$ cat src/rtl/div_seq.sv
// Multi-cycle restoring divider for DIV/DIVU: one quotient bit per clock,
// stall request towards EX, {remainder, quotient} result with sign correction.
module div_seq #(
  parameter int WIDTH = 32
) (
  input  logic               clk,
  input  logic               rst,
  input  logic               start_i,
  input  logic               annul_i,
  input  logic               signed_div_i,
  input  logic [WIDTH-1:0]   opdata1_i,
  input  logic [WIDTH-1:0]   opdata2_i,
  output logic [2*WIDTH-1:0] result_o,
  output logic               ready_o,
  output logic               stallreq_o
);

  localparam int CNT_W = $clog2(WIDTH) + 1;

  typedef enum logic [1:0] {FREE, BYZERO, ON, END} state_e;

  state_e           state_q;
  logic [CNT_W-1:0] cnt_q;
  logic [WIDTH-1:0] rem_q;
  logic [WIDTH-1:0] quo_q;
  logic [WIDTH-1:0] dvsr_q;
  logic             sgn1_q;
  logic             sgn2_q;

  logic [WIDTH:0]   shifted;
  logic [WIDTH:0]   diff;
  logic             no_borrow;
  logic [WIDTH-1:0] rem_d;
  logic [WIDTH-1:0] quo_d;
  logic             last_iter;

  function automatic logic [WIDTH-1:0] abs_val(input logic signed [WIDTH-1:0] v);
    return v[WIDTH-1] ? WIDTH'(-v) : WIDTH'(v);
  endfunction

  function automatic logic [WIDTH-1:0] cond_neg(input logic [WIDTH-1:0] v, input logic en);
    return en ? (~v + WIDTH'(1)) : v;
  endfunction

  assign stallreq_o = start_i & ~annul_i & ~ready_o;

  // quo_q starts as the dividend magnitude and fills with quotient bits from the bottom
  always_comb begin
    shifted   = {rem_q, quo_q[WIDTH-1]};
    diff      = shifted - {1'b0, dvsr_q};
    no_borrow = ~diff[WIDTH];
    rem_d     = no_borrow ? diff[WIDTH-1:0] : shifted[WIDTH-1:0];
    quo_d     = {quo_q[WIDTH-2:0], no_borrow};
    last_iter = (cnt_q == CNT_W'(WIDTH - 1));
  end

  always_ff @(posedge clk or negedge rst) begin
    if (!rst) begin
      state_q  <= FREE;
      cnt_q    <= '0;
      rem_q    <= '0;
      quo_q    <= '0;
      dvsr_q   <= '0;
      sgn1_q   <= 1'b0;
      sgn2_q   <= 1'b0;
      ready_o  <= 1'b0;
      result_o <= '0;
    end else begin
      case (state_q)
        FREE: begin
          if (start_i && !annul_i) begin
            if (opdata2_i == '0) begin
              state_q <= BYZERO;
            end else begin
              state_q <= ON;
              quo_q   <= signed_div_i ? abs_val(opdata1_i) : opdata1_i;
              dvsr_q  <= signed_div_i ? abs_val(opdata2_i) : opdata2_i;
              sgn1_q  <= signed_div_i & opdata1_i[WIDTH-1];
              sgn2_q  <= signed_div_i & opdata2_i[WIDTH-1];
              cnt_q   <= '0;
              rem_q   <= '0;
            end
          end
        end
        BYZERO: begin
          if (annul_i) begin
            state_q <= FREE;
          end else begin
            state_q  <= END;
            ready_o  <= 1'b1;
            result_o <= '0;
          end
        end
        ON: begin
          if (annul_i) begin
            state_q <= FREE;
          end else begin
            rem_q <= rem_d;
            quo_q <= quo_d;
            cnt_q <= cnt_q + CNT_W'(1);
            if (last_iter) begin
              state_q  <= END;
              ready_o  <= 1'b1;
              result_o <= {cond_neg(rem_d, sgn1_q), cond_neg(quo_d, sgn1_q ^ sgn2_q)};
            end
          end
        end
        END: begin
          if (!start_i) begin
            state_q  <= FREE;
            ready_o  <= 1'b0;
            result_o <= '0;
          end
        end
        default: state_q <= FREE;
      endcase
    end
  end

endmodule

$ cat config.mk
export PLATFORM = sky130hd
export DESIGN_NAME = div_seq
export DESIGN_NICKNAME = d
export VERILOG_FILES = /design/src/rtl/div_seq.sv
export SDC_FILE = /design/constraint.sdc
export NUM_CORES = 1
export LEC_CHECK = 0
export CAP_MARGIN = 20
export CELL_PAD_IN_SITES_DETAIL_PLACEMENT = 0
export CELL_PAD_IN_SITES_GLOBAL_PLACEMENT = 1
export CORE_MARGIN = 3
export CORE_UTILIZATION = 44
export CTS_CLUSTER_SIZE = 28
export DETAILED_ROUTE_END_ITERATION = 10
export HOLD_SLACK_MARGIN = 0.1
export PLACE_DENSITY_LB_ADDON = 0.12
export SLEW_MARGIN = 20
export SYNTH_ARGS = -nofsm -noshare
export SYNTH_HDL_FRONTEND = slang
export SYNTH_SLANG_ARGS = --single-unit
$ cat constraint.sdc
create_clock -name clk -period 6.65 [get_ports clk]
set_input_delay 1.33 -clock clk [delete_from_list [all_inputs] [get_ports clk]]
set_output_delay 1.33 -clock clk [all_outputs]
set_load 0.03 [all_outputs]
==> metrics, run 1 <==
final cell count without fillers 1,985; DRC violation total after the first TritonRoute iteration 1,291; maximum count of clock buffers along a single path 2; power spent charging and discharging nets 4.643 mW; instance count of the mapped netlist 1,513; largest net degree at the start of global routing 91; slowest stage cell, crit path sky130_fd_sc_hd__a21oi_1; setup violators final 0; TritonCTS clock tree built; Synth area leader sky130_fd_sc_hd__dfrtp_1; H-Tree Level Count 4; Hold Startpoint result_o[27]$_DFFE_PN0P_; placer's final routability congestion estimate 0.9019; total wire length 38,110 um; RSZ-0062 raised after global routing false; relative contribution of the clock network to total power 11.5%; pre-CTS WS 1.108 ns; Final Max Slew Viols 0; mean number of vias per cell 5.840; flip-flop and latch count after synthesis 171; minimum clock period after layout 5.701 ns; vertical die dimension 174.5 um; Worst Setup End Kind flop; Power Dens Cells 600.9 nW/um^2; number of hold violations in the final report 0; leakage power 6.482 nW; number of cells on the worst hold path 2; yosys warns 0; synthesis-to-layout area growth 17.00%; IO buf count 134; highest net fanout along the worst path 34; Syn Std Cell Area 12,490 um^2; Distinct cells, synth 88; syn avg cell area 8.254 um^2; Synthesized Nets 1,625; Critical Path AT 6.03 ns; net total in the final layout 1,706; core footprint 27,860 um^2; Final TNS setup 0 ns; clock slew at the register clock pins of the worst setup and hold paths 0.08 ns; number of enable flip-flop cells after synthesis 0; dpl cells 1,953; Internal Power 4.137 mW; clock latency of the later-clocked register in the worst-skew pair 0.45 ns; number of hold buffers added after cts 0; root cell of the clock tree sky130_fd_sc_hd__clkbuf_16; Seq/Total Area, Yosys 34.27%; FFs w/ async S/R, synth 100.0%; commonest non-fill, non-tap cells in the layout sky130_fd_sc_hd__nand2_1 (196), sky130_fd_sc_hd__dfrtp_1 (171), sky130_fd_sc_hd__clkdlybuf4s50_1 (133); mean routed wirelength per cell 19.20 um; top layer reached by signal wires met4; routed wl met3 2288 um; power share of the sequential group 20.3%; number of instances resized during post-cts repair 0; antenna violations before repair 0; ratio of final minimum period to clock period 85.73%; maximum achievable frequency 175.4 MHz; die width 174.5 um; type of element launching the critical path flop; Worst R2R Start rem_q[6]$_DFFE_PN0P_; result of the run completed; worst-case hold path end point result_o[27]$_DFFE_PN0P_; met1 layer wirelength in the final routing 17,700 um; number of top-level pins 135; share of total power consumed by net switching 52.88%; worst hold margin 0.4830 ns; number of routed nets with antenna violations 0; die footprint 30,440 um^2; leading cell types by total area after synthesis sky130_fd_sc_hd__dfrtp_1 (34%), sky130_fd_sc_hd__nand2_1 (5.9%), sky130_fd_sc_hd__xnor2_1 (5.0%); Final Skew 0.01952 ns; clock sink total 171; post-synth top area share 34.27%; Worst R2R Setup Slack 0.95 ns; Detailed Routing Iterations Pass 1 7; effective utilization at floorplan 44.83%; setup repair bufs after CTS 0; type of the worst setup path flop to flop; Comb power frac 68.1%; VDD IR max 0.2988 mV; Slew Limit Headroom 26.57%; Remaining Overflow, GRT 0; Cell Chain, Critical Path ha_1 > a21oi_1 > a21boi_0 > a2111o_1 > a21boi_2 > o211a_4 > inv_4 > mux2i_1 > ha_1 > nand4b_1 > nor4_1 > nor3_1 > a211o_1 > nor3_1 > nand4_1 > o21a_1 > o41a_1 > a32o_1; via count of the first global-routing pass 11,130; total global-route track usage 25.11%; final routed DRC violation total 0; global-route wire length before repair 61,560 um; # rows 61; actual transition at the worst max-transition pin 1.099 ns; number of maximum-capacitance constraint violations 0; class of the most critical hold timing path flop to flop; FF-to-FF path depth 18; share of the core filled with cells 52.45%; total inserted antenna cells 0; data required time at the worst endpoint 6.98 ns; least setup slack across all paths after layout 0.9491 ns; dominant synthesized flop cell sky130_fd_sc_hd__dfrtp_1; end of the worst register-to-register path result_o[60]$_DFFE_PN0P_; TritonCTS Buffers 17; wire length on met2 17,340 um; detailed placer's ending HPWL 27,980 um; most common cell after layout, fill and taps aside sky130_fd_sc_hd__nand2_1; peak per-stage delay on the critical path 0.47 ns; ratio of cells with drive above 1 in the final layout 4.854%; total number of vias 11,590
[per-stage QoR]
stage          power (mW)  cell area (um^2)
5_1_grt             9.510             14610
4_1_cts             8.759             14610
3_3_place_gp        7.658             14020
6_report            8.780             14610
2_1_floorplan       6.067             12490
3_5_place_dp        7.720             14020
[flip-flops by register name, summed over array words and instances (netlist names)]
name and flops:
dvsr_q 32, quo_q 32, rem_q 32, result_o 64, ready_o 1, state_q 2
sgn2_q 1, cnt_q 6, sgn1_q 1
[power groups by stage]
stage               clock network (mW)  registers, mW  logic [mW]
floorplan                            0           1.91        4.15
global placement                     0           1.79        5.86
detailed placement                   0           1.80        5.92
CTS                               1.03           1.78        5.94
global route                      1.08           1.84        6.59
finish                            1.01           1.79        5.98
[worst max-delay path, delay by kind of cell (launching register included)]
kind                     cells  cell delay, ns
AO/OA/AOI/OAI                9            2.90
adder cells (fa/ha/maj)      2            0.73
buffers and inverters        1            0.30
flip-flops                   1            0.46
multiplexers                 1            0.33
AND/OR/NAND/NOR              5            0.83
[synthesized netlist by cell type, drive strengths merged (21+ instances only)]
library cell,number
xnor2,71
clkbuf,58
dfrtp,171
a21oi,112
o21ai,108
nand3,24
nand2,196
a222oi,28
buf,27
ha,42
a21o,21
xor2,68
o31ai,50
nor2,119
nor3,45
inv,87
or3,22
mux2i,25
[metal layers]
layer | GRT usage [%] | vias to the layer above
met5 | 0 | -
met4 | 6.937 | 0
met3 | 4.172 | 38
met2 | 39.18 | 368
met1 | 36.10 | 5581
li1 | - | 5605
[worst max path at each step]
stage / startpoint / end / slack (ns) / depth (start not counted)
3_5_place_dp: quo_q[31]$_DFFE_PN0P_ / result_o[60]$_DFFE_PN0P_ / 1.11 / 21
2_1_floorplan: quo_q[31]$_DFFE_PN0P_ / result_o[60]$_DFFE_PN0P_ / 1.44 / 24
5_1_grt: rem_q[6]$_DFFE_PN0P_ / result_o[60]$_DFFE_PN0P_ / 0.60 / 17
3_3_place_gp: rem_q[6]$_DFFE_PN0P_ / result_o[60]$_DFFE_PN0P_ / 1.15 / 18
6_report: rem_q[6]$_DFFE_PN0P_ / result_o[60]$_DFFE_PN0P_ / 0.95 / 18
4_1_cts: quo_q[31]$_DFFE_PN0P_ / result_o[60]$_DFFE_PN0P_ / 1.08 / 21
[cell type report]
type                       instances  area [um^2]
inverter                          87        329.1
sequential                       171         4279
fill                            2682        13250
tap                              378        473.0
clock buffer                      18        439.2
multi-input combinational       1170         7503
timing repair buffer             147         1440
clock inverter                    14        147.6
[cells by family (layout without fill, tap and decap cells)]
| kind of cell | after synthesis | count (layout) | share of synthesized area (%) |
|---|---|---|---|
| fa+ha+maj | 43 | 43 | 4.368 |
| simple gates | 530 | 530 | 20.46 |
| xor+xnor | 139 | 139 | 9.749 |
| buf+inv | 172 | 266 | 5.791 |
| mux | 29 | 29 | 2.364 |
| flops | 171 | 171 | 34.27 |
| compound gates | 429 | 429 | 23.00 |
Power figures use the tool's default switching activity.
==> run 2, diff against run 1 <==
CELL_PAD_IN_SITES_DETAIL_PLACEMENT = default   (was 0)
CELL_PAD_IN_SITES_GLOBAL_PLACEMENT = default   (was 1)
CORE_UTILIZATION = 58   (was 44)
RECOVER_POWER = 100   (was default)
==> run 2 against run 1 <==
The run now ends with max-capacitance violations, max-slew violations left. First-iteration DRC count shrank 22%. Sequential power is essentially flat. Routed wire length shrank 3.0%. Core utilization grew 16 points. Critical path depth grew 3. Clock power is essentially flat. Critical endpoint is now result_o[28]$_DFFE_PN0P_. Largest cell class unchanged.
==> metrics, run 2 (synthesis gave the netlist of run 1 again) <==
worst hold margin 0.4736 ns (was 0.4830 ns); IO buf count 134 (unchanged); leakage power 6.656 nW (was 6.482 nW); class of the most critical hold timing path flop to flop (unchanged); actual transition at the worst max-transition pin 4.578 ns (was 1.099 ns); effective utilization at floorplan 59.22% (was 44.83%); data required time at the worst endpoint 6.93 ns (was 6.98 ns); minimum clock period after layout 5.772 ns (was 5.701 ns); DRC violation total after the first TritonRoute iteration 1,004 (was 1,291); clock slew at the register clock pins of the worst setup and hold paths 0.08 ns (about the same); share of total power consumed by net switching 52.73% (was 52.88%); result of the run finished with violations (was completed); area taken by flip-flops and latches 4279 um^2 (unchanged); Final Max Slew Viols 183 (was 0); TritonCTS Buffers 17 (unchanged); Slew Limit Headroom -205.2% (was 26.57%); total number of vias 11,840 (was 11,590); power spent charging and discharging nets 4.544 mW (was 4.643 mW); Worst R2R Setup Slack 0.88 ns (was 0.95 ns); die width 152.7 um (was 174.5 um); # rows 53 (was 61); number of fill cells 1,760 (was 2,682); number of flip-flops under the largest register name 64 (unchanged); synthesis-to-layout area growth 15.58% (was 17.00%); Final TNS setup 0 ns (unchanged); number of top-level pins 135 (unchanged); number of hold violations in the final report 0 (unchanged); mean number of vias per cell 6.283 (was 5.840); ratio of cells with drive above 1 in the final layout 4.410% (was 4.854%); power share of the sequential group 20.7% (was 20.3%); highest net fanout along the worst path 29 (was 34); Remaining Overflow, GRT 0 (unchanged); die footprint 23,330 um^2 (was 30,440 um^2); maximum achievable frequency 173.3 MHz (was 175.4 MHz); ratio of final minimum period to clock period 86.80% (was 85.73%); number of hold buffers added after cts 0 (unchanged); total global-route track usage 31.55% (was 25.11%); number of routed nets with antenna violations 0 (unchanged); most common cell after layout, fill and taps aside sky130_fd_sc_hd__nand2_1 (unchanged); Comb power frac 67.8% (was 68.1%); Power Dens Cells 597.1 nW/um^2 (was 600.9 nW/um^2); setup repair bufs after CTS 0 (unchanged); clock sink total 171 (unchanged); total inserted antenna cells 0 (unchanged); antenna violations before repair 0 (unchanged); global-route wire length before repair 60,260 um (was 61,560 um); VDD IR max 0.4146 mV (was 0.2988 mV); type of element launching the critical path flop (unchanged); largest net degree at the start of global routing 91 (unchanged); root cell of the clock tree sky130_fd_sc_hd__clkbuf_16 (unchanged); failing checks max-capacitance violations, max-slew violations; final routed DRC violation total 0 (unchanged); mean routed wirelength per cell 19.60 um (was 19.20 um); share of the core filled with cells 68.45% (was 52.45%); register containing the most flip-flops in the final layout result_o (unchanged); footprint of the multi-input gates 7460 um^2 (was 7503 um^2); detailed placer's ending HPWL 27,310 um (was 27,980 um); clock latency of the later-clocked register in the worst-skew pair 0.45 ns (about the same); via count of the first global-routing pass 11,400 (was 11,130); core footprint 21,090 um^2 (was 27,860 um^2); number of maximum-capacitance constraint violations 3 (was 0); maximum count of clock buffers along a single path 2 (unchanged); RSZ-0062 raised after global routing false (unchanged); setup violators final 0 (unchanged); relative contribution of the clock network to total power 11.5% (about the same); number of instances resized during post-cts repair 0 (unchanged); Detailed Routing Iterations Pass 1 7 (unchanged); Internal Power 4.074 mW (was 4.137 mW); Final Skew 0.01408 ns (was 0.01952 ns); total wire length 36,950 um (was 38,110 um); net total in the final layout 1,709 (was 1,706); H-Tree Level Count 4 (unchanged); Worst Setup End Kind flop (unchanged); placer's final routability congestion estimate 0.9140 (was 0.9019); type of the worst setup path flop to flop (unchanged); commonest non-fill, non-tap cells in the layout sky130_fd_sc_hd__nand2_1 (196), sky130_fd_sc_hd__dfrtp_1 (171), sky130_fd_sc_hd__nor2_1 (117) (was sky130_fd_sc_hd__nand2_1 (196), sky130_fd_sc_hd__dfrtp_1 (171), sky130_fd_sc_hd__clkdlybuf4s50_1 (133)); Critical Path AT 6.05 ns (was 6.03 ns); vertical die dimension 152.7 um (was 174.5 um); TritonCTS clock tree built (unchanged)
## run 2: cell types whose count changed in the layout (fill, tap and decap cells not counted), moves of 2 or more
cell,previous run,this run
sky130_fd_sc_hd__clkbuf_2,0,3
sky130_fd_sc_hd__o21ai_0,103,105
sky130_fd_sc_hd__clkdlybuf4s50_1,133,65
sky130_fd_sc_hd__clkbuf_1,0,5
sky130_fd_sc_hd__inv_6,2,4
sky130_fd_sc_hd__buf_4,13,9
sky130_fd_sc_hd__dlygate4sd3_1,0,68
sky130_fd_sc_hd__o21ai_1,4,2
## run 2: through the flow
step	total power, mW	setup WS [ns]	area (um^2)	cells
after detailed placement	7.627	1.347	13920	1853
after global placement	7.540	1.482	13920	1853
after CTS	8.652	1.299	14500	1885
final	8.619	0.8781	14430	1885
after floorplan	6.067	1.439	12490	1513
after global routing	9.299	0.4218	14430	1885
## run 2: worst max-delay path, stage by stage (launching register included)
cell and delay [ns]:
sky130_fd_sc_hd__dfrtp_1 0.45, sky130_fd_sc_hd__inv_1 0.09, sky130_fd_sc_hd__ha_1 0.17, sky130_fd_sc_hd__inv_1 0.06, sky130_fd_sc_hd__fa_1 0.45, sky130_fd_sc_hd__a211oi_1 0.38
sky130_fd_sc_hd__o31a_1 0.32, sky130_fd_sc_hd__a2111o_1 0.23, sky130_fd_sc_hd__a21boi_0 0.10, sky130_fd_sc_hd__o211a_2 0.30, sky130_fd_sc_hd__clkinvlp_2 0.19, sky130_fd_sc_hd__clkbuf_2 0.60
sky130_fd_sc_hd__ha_1 0.29, sky130_fd_sc_hd__nand2b_1 0.14, sky130_fd_sc_hd__nor3b_1 0.48, sky130_fd_sc_hd__nand2_1 0.10, sky130_fd_sc_hd__nand2_1 0.17, sky130_fd_sc_hd__a21boi_0 0.49
sky130_fd_sc_hd__nand2_1 0.16, sky130_fd_sc_hd__a21oi_1 0.19, sky130_fd_sc_hd__xor2_1 0.15, sky130_fd_sc_hd__o21ai_0 0.08
## run 2: final timing paths
check	depth (start not counted)	startpoint	end
max	21	quo_q[31]$_DFFE_PN0P_	result_o[28]$_DFFE_PN0P_
min	2	result_o[27]$_DFFE_PN0P_	result_o[27]$_DFFE_PN0P_
max reg2reg	21	quo_q[31]$_DFFE_PN0P_	result_o[28]$_DFFE_PN0P_
min reg2reg	2	result_o[27]$_DFFE_PN0P_	result_o[27]$_DFFE_PN0P_
max in group asynchronous	2	rst	rem_q[10]$_DFFE_PN0P_
min in group asynchronous	1	rst	result_o[49]$_DFFE_PN0P_
## run 2: routing by layer
| metal | track usage (%) | up-vias | part of all wire, % |
|---|---|---|---|
| li1 | - | 5618 | - |
| met1 | 43.11 | 5709 | 44 |
| met2 | 50.16 | 442 | 46 |
| met3 | 6.419 | 75 | 6.9 |
| met4 | 11.29 | 0 | 3.1 |
| met5 | 0 | - | 0 |
## run 2: layout make-up
type	count	share of cell area, %
multi-input combinational	1170	51.68
clock buffer	18	2.973
sequential	171	29.65
timing repair buffer	150	10.04
inverter	87	2.271
clock inverter	14	1.006
tap	275	2.384
## run 2: power groups by stage
stage          Sequential (mW)  Clock, mW  Combinational, mW
6_report                  1.79      0.992               5.84
5_1_grt                   1.84       1.04               6.42
4_1_cts                   1.78      0.998               5.87
3_5_place_dp              1.80          0               5.83
3_3_place_gp              1.79          0               5.75
2_1_floorplan             1.91          0               4.15
==> run 3, diff against run 2 <==
CAP_MARGIN = default   (was 20)
CORE_UTILIZATION = 50   (was 58)
==> run 3 against run 2 <==
Sequential share of layout area shrank 0.23 points. First-iteration DRC count is 13% higher. Critical path depth shrank 3. Clock skew rose by 0.0032 ns. Clock-buffer cell count unchanged. The run still ends with max-capacitance violations, max-slew violations left. Sequential cell count unchanged.
==> metrics, run 3 (synthesis gave the netlist of run 1 again) <==
number of maximum-capacitance constraint violations 3 (unchanged); Worst R2R Start rem_q[18]$_DFFE_PN0P_ (was quo_q[31]$_DFFE_PN0P_); slowest stage cell, crit path sky130_fd_sc_hd__ha_1 (was sky130_fd_sc_hd__clkbuf_2); FF-to-FF path depth 18 (was 21); DRC violation total after the first TritonRoute iteration 1,132 (was 1,004); clock latency of the later-clocked register in the worst-skew pair 0.45 ns (about the same); setup repair bufs after CTS 0 (unchanged); detailed placer's ending HPWL 27,930 um (was 27,310 um); Power Dens Cells 600.4 nW/um^2 (was 597.1 nW/um^2); antenna violations before repair 0 (unchanged); type of element launching the critical path flop (unchanged); effective utilization at floorplan 51.05% (was 59.22%); number of hold buffers added after cts 0 (unchanged); core footprint 24,460 um^2 (was 21,090 um^2); IO buf count 134 (unchanged); total wire length 37,970 um (was 36,950 um); RSZ-0062 raised after global routing false (unchanged); mean routed wirelength per cell 19.60 um (about the same); largest net degree at the start of global routing 84 (was 91); highest net fanout along the worst path 14 (was 29); Remaining Overflow, GRT 0 (unchanged); ratio of final minimum period to clock period 88.60% (was 86.80%); die width 164.0 um (was 152.7 um); Worst R2R Setup Slack 0.76 ns (was 0.88 ns); number of fill cells 2,269 (was 1,760); failing checks max-capacitance violations, max-slew violations (unchanged); VDD IR max 0.3622 mV (was 0.4146 mV); type of the worst setup path flop to flop (unchanged); setup violators final 0 (unchanged); worst hold margin 0.4734 ns (was 0.4736 ns); end of the worst register-to-register path result_o[60]$_DFFE_PN0P_ (was result_o[28]$_DFFE_PN0P_); result of the run finished with violations (unchanged); number of instances resized during post-cts repair 0 (unchanged); vertical die dimension 164.0 um (was 152.7 um); critical path capture point result_o[60]$_DFFE_PN0P_ (was result_o[28]$_DFFE_PN0P_); placer's final routability congestion estimate 0.9212 (was 0.9140); H-Tree Level Count 4 (unchanged); Final Max Slew Viols 148 (was 183); maximum achievable frequency 169.7 MHz (was 173.3 MHz); Worst Setup End Kind flop (unchanged); net total in the final layout 1,712 (was 1,709); total inserted antenna cells 0 (unchanged); final routed DRC violation total 0 (unchanged); commonest non-fill, non-tap cells in the layout sky130_fd_sc_hd__nand2_1 (196), sky130_fd_sc_hd__dfrtp_1 (171), sky130_fd_sc_hd__nor2_1 (117) (unchanged); register containing the most flip-flops in the final layout result_o (unchanged); Critical Path AT 6.21 ns (was 6.05 ns); Slew Limit Headroom -215.2% (was -205.2%); number of hold violations in the final report 0 (unchanged); class of the most critical hold timing path flop to flop (unchanged); total global-route track usage 28.37% (was 31.55%); ratio of cells with drive above 1 in the final layout 4.588% (was 4.410%); data required time at the worst endpoint 6.97 ns (was 6.93 ns); mean number of vias per cell 6.062 (was 6.283); number of flip-flops under the largest register name 64 (unchanged); via count of the first global-routing pass 11,210 (was 11,400); clock sink total 171 (unchanged); root cell of the clock tree sky130_fd_sc_hd__clkbuf_16 (unchanged); global-route wire length before repair 60,520 um (was 60,260 um); Final TNS setup 0 ns (unchanged); most common cell after layout, fill and taps aside sky130_fd_sc_hd__nand2_1 (unchanged); actual transition at the worst max-transition pin 4.728 ns (was 4.578 ns); Detailed Routing Iterations Pass 1 9 (was 7); Cell Chain, Critical Path ha_1 > nand4_1 > or3_1 > a2111o_1 > a21boi_0 > o211a_4 > clkinvlp_2 > mux2i_1 > ha_1 > and4_1 > o31a_1 > nor3_1 > a211o_1 > nor3_1 > nand4_1 > o21a_1 > o41a_1 > a32o_1 (was inv_1 > ha_1 > inv_1 > fa_1 > a211oi_1 > o31a_1 > a2111o_1 > a21boi_0 > o211a_2 > clkinvlp_2 > clkbuf_2 > ha_1 > nand2b_1 > nor3b_1 > nand2_1 > nand2_1 > a21boi_0 > nand2_1 > a21oi_1 > xor2_1 > o21ai_0); clock slew at the register clock pins of the worst setup and hold paths 0.07 ns (was 0.08 ns); number of routed nets with antenna violations 0 (unchanged); # rows 57 (was 53); leakage power 6.688 nW (was 6.656 nW); Final Skew 0.01724 ns (was 0.01408 ns); die footprint 26,910 um^2 (was 23,330 um^2); TritonCTS clock tree built (unchanged); maximum count of clock buffers along a single path 2 (unchanged); number of top-level pins 135 (unchanged); TritonCTS Buffers 17 (unchanged); total number of vias 11,740 (was 11,840); synthesis-to-layout area growth 16.47% (was 15.58%); Critical Path Source rem_q[18]$_DFFE_PN0P_ (was quo_q[31]$_DFFE_PN0P_); peak per-stage delay on the critical path 0.59 ns (was 0.60 ns); minimum clock period after layout 5.892 ns (was 5.772 ns)
==> run 3: changes by cell type in the layout (fill, tap and decap cells not counted), sizes merged <==
cell / previous run / this run
buf: 10 / 16
clkbuf: 25 / 22
inv: 94 / 95
bufinv: 0 / 1
clkinvlp: 3 / 1
==> run 3: where the power goes <==
| part | switching, mW | internal [mW] |
|---|---|---|
| Clock | 0.496 | 0.541 |
| Combinational | 3.75 | 2.15 |
| Sequential | 0.360 | 1.43 |
==> run 3: stage by stage <==
stage / setup WS [ns] / std cells / utilization (%) / area [um^2] / total power [mW]
floorplan: 1.439 / 1513 / - / 12490 / 6.067
global placement: 1.177 / 1905 / 57.21 / 13990 / 7.617
detailed placement: 1.182 / 1905 / 57.21 / 13990 / 7.696
CTS: 1.134 / 1937 / 59.65 / 14590 / 8.764
global route: 0.4271 / 1937 / 59.46 / 14550 / 9.418
finish: 0.7581 / 1937 / 59.46 / 14550 / 8.733
==> run 3: worst max-delay path: cells and delay by family (launching register included) <==
family | cells | cell delay, ns
buf+inv | 1 | 0.28
fa+ha+maj | 2 | 0.90
compound gates | 8 | 2.37
mux | 1 | 0.35
flops | 1 | 0.43
simple gates | 6 | 1.44
==> run 3: how the worst min path moves through the flow <==
stage                               endpoint                      from  slack (ns)  cells past startpoint
finish              result_o[53]$_DFFE_PN0P_  result_o[53]$_DFFE_PN0P_        0.47                      2
CTS                 result_o[53]$_DFFE_PN0P_  result_o[53]$_DFFE_PN0P_        0.49                      2
floorplan              dvsr_q[1]$_DFFE_PN0P_     dvsr_q[1]$_DFFE_PN0P_        0.45                      2
detailed placement   result_o[5]$_DFFE_PN0P_   result_o[5]$_DFFE_PN0P_        0.47                      2
global placement    result_o[27]$_DFFE_PN0P_  result_o[27]$_DFFE_PN0P_        0.46                      2
global route        result_o[22]$_DFFE_PN0P_  result_o[22]$_DFFE_PN0P_        0.50                      2
==> run 3: per-layer routing <==
metal / share of wire, % / wire length [um] / vias to the layer above / GRT usage [%]
li1: - / - / 5631 / -
met1: 46 / 17330 / 5668 / 39.98
met2: 47 / 17700 / 397 / 45.85
met3: 5.8 / 2198 / 47 / 3.808
met4: 2.0 / 747 / 0 / 8.035
met5: 0 / 0 / - / 0
==> run 3: final cells by class <==
cell class	count	area [um^2]	share of cell area [%]
sequential	171	4279	29.42
clock inverter	14	168.9	1.161
timing repair buffer	153	1468	10.09
tap	324	405.4	2.787
multi-input combinational	1170	7467	51.34
inverter	87	327.8	2.254
clock buffer	18	429.2	2.951
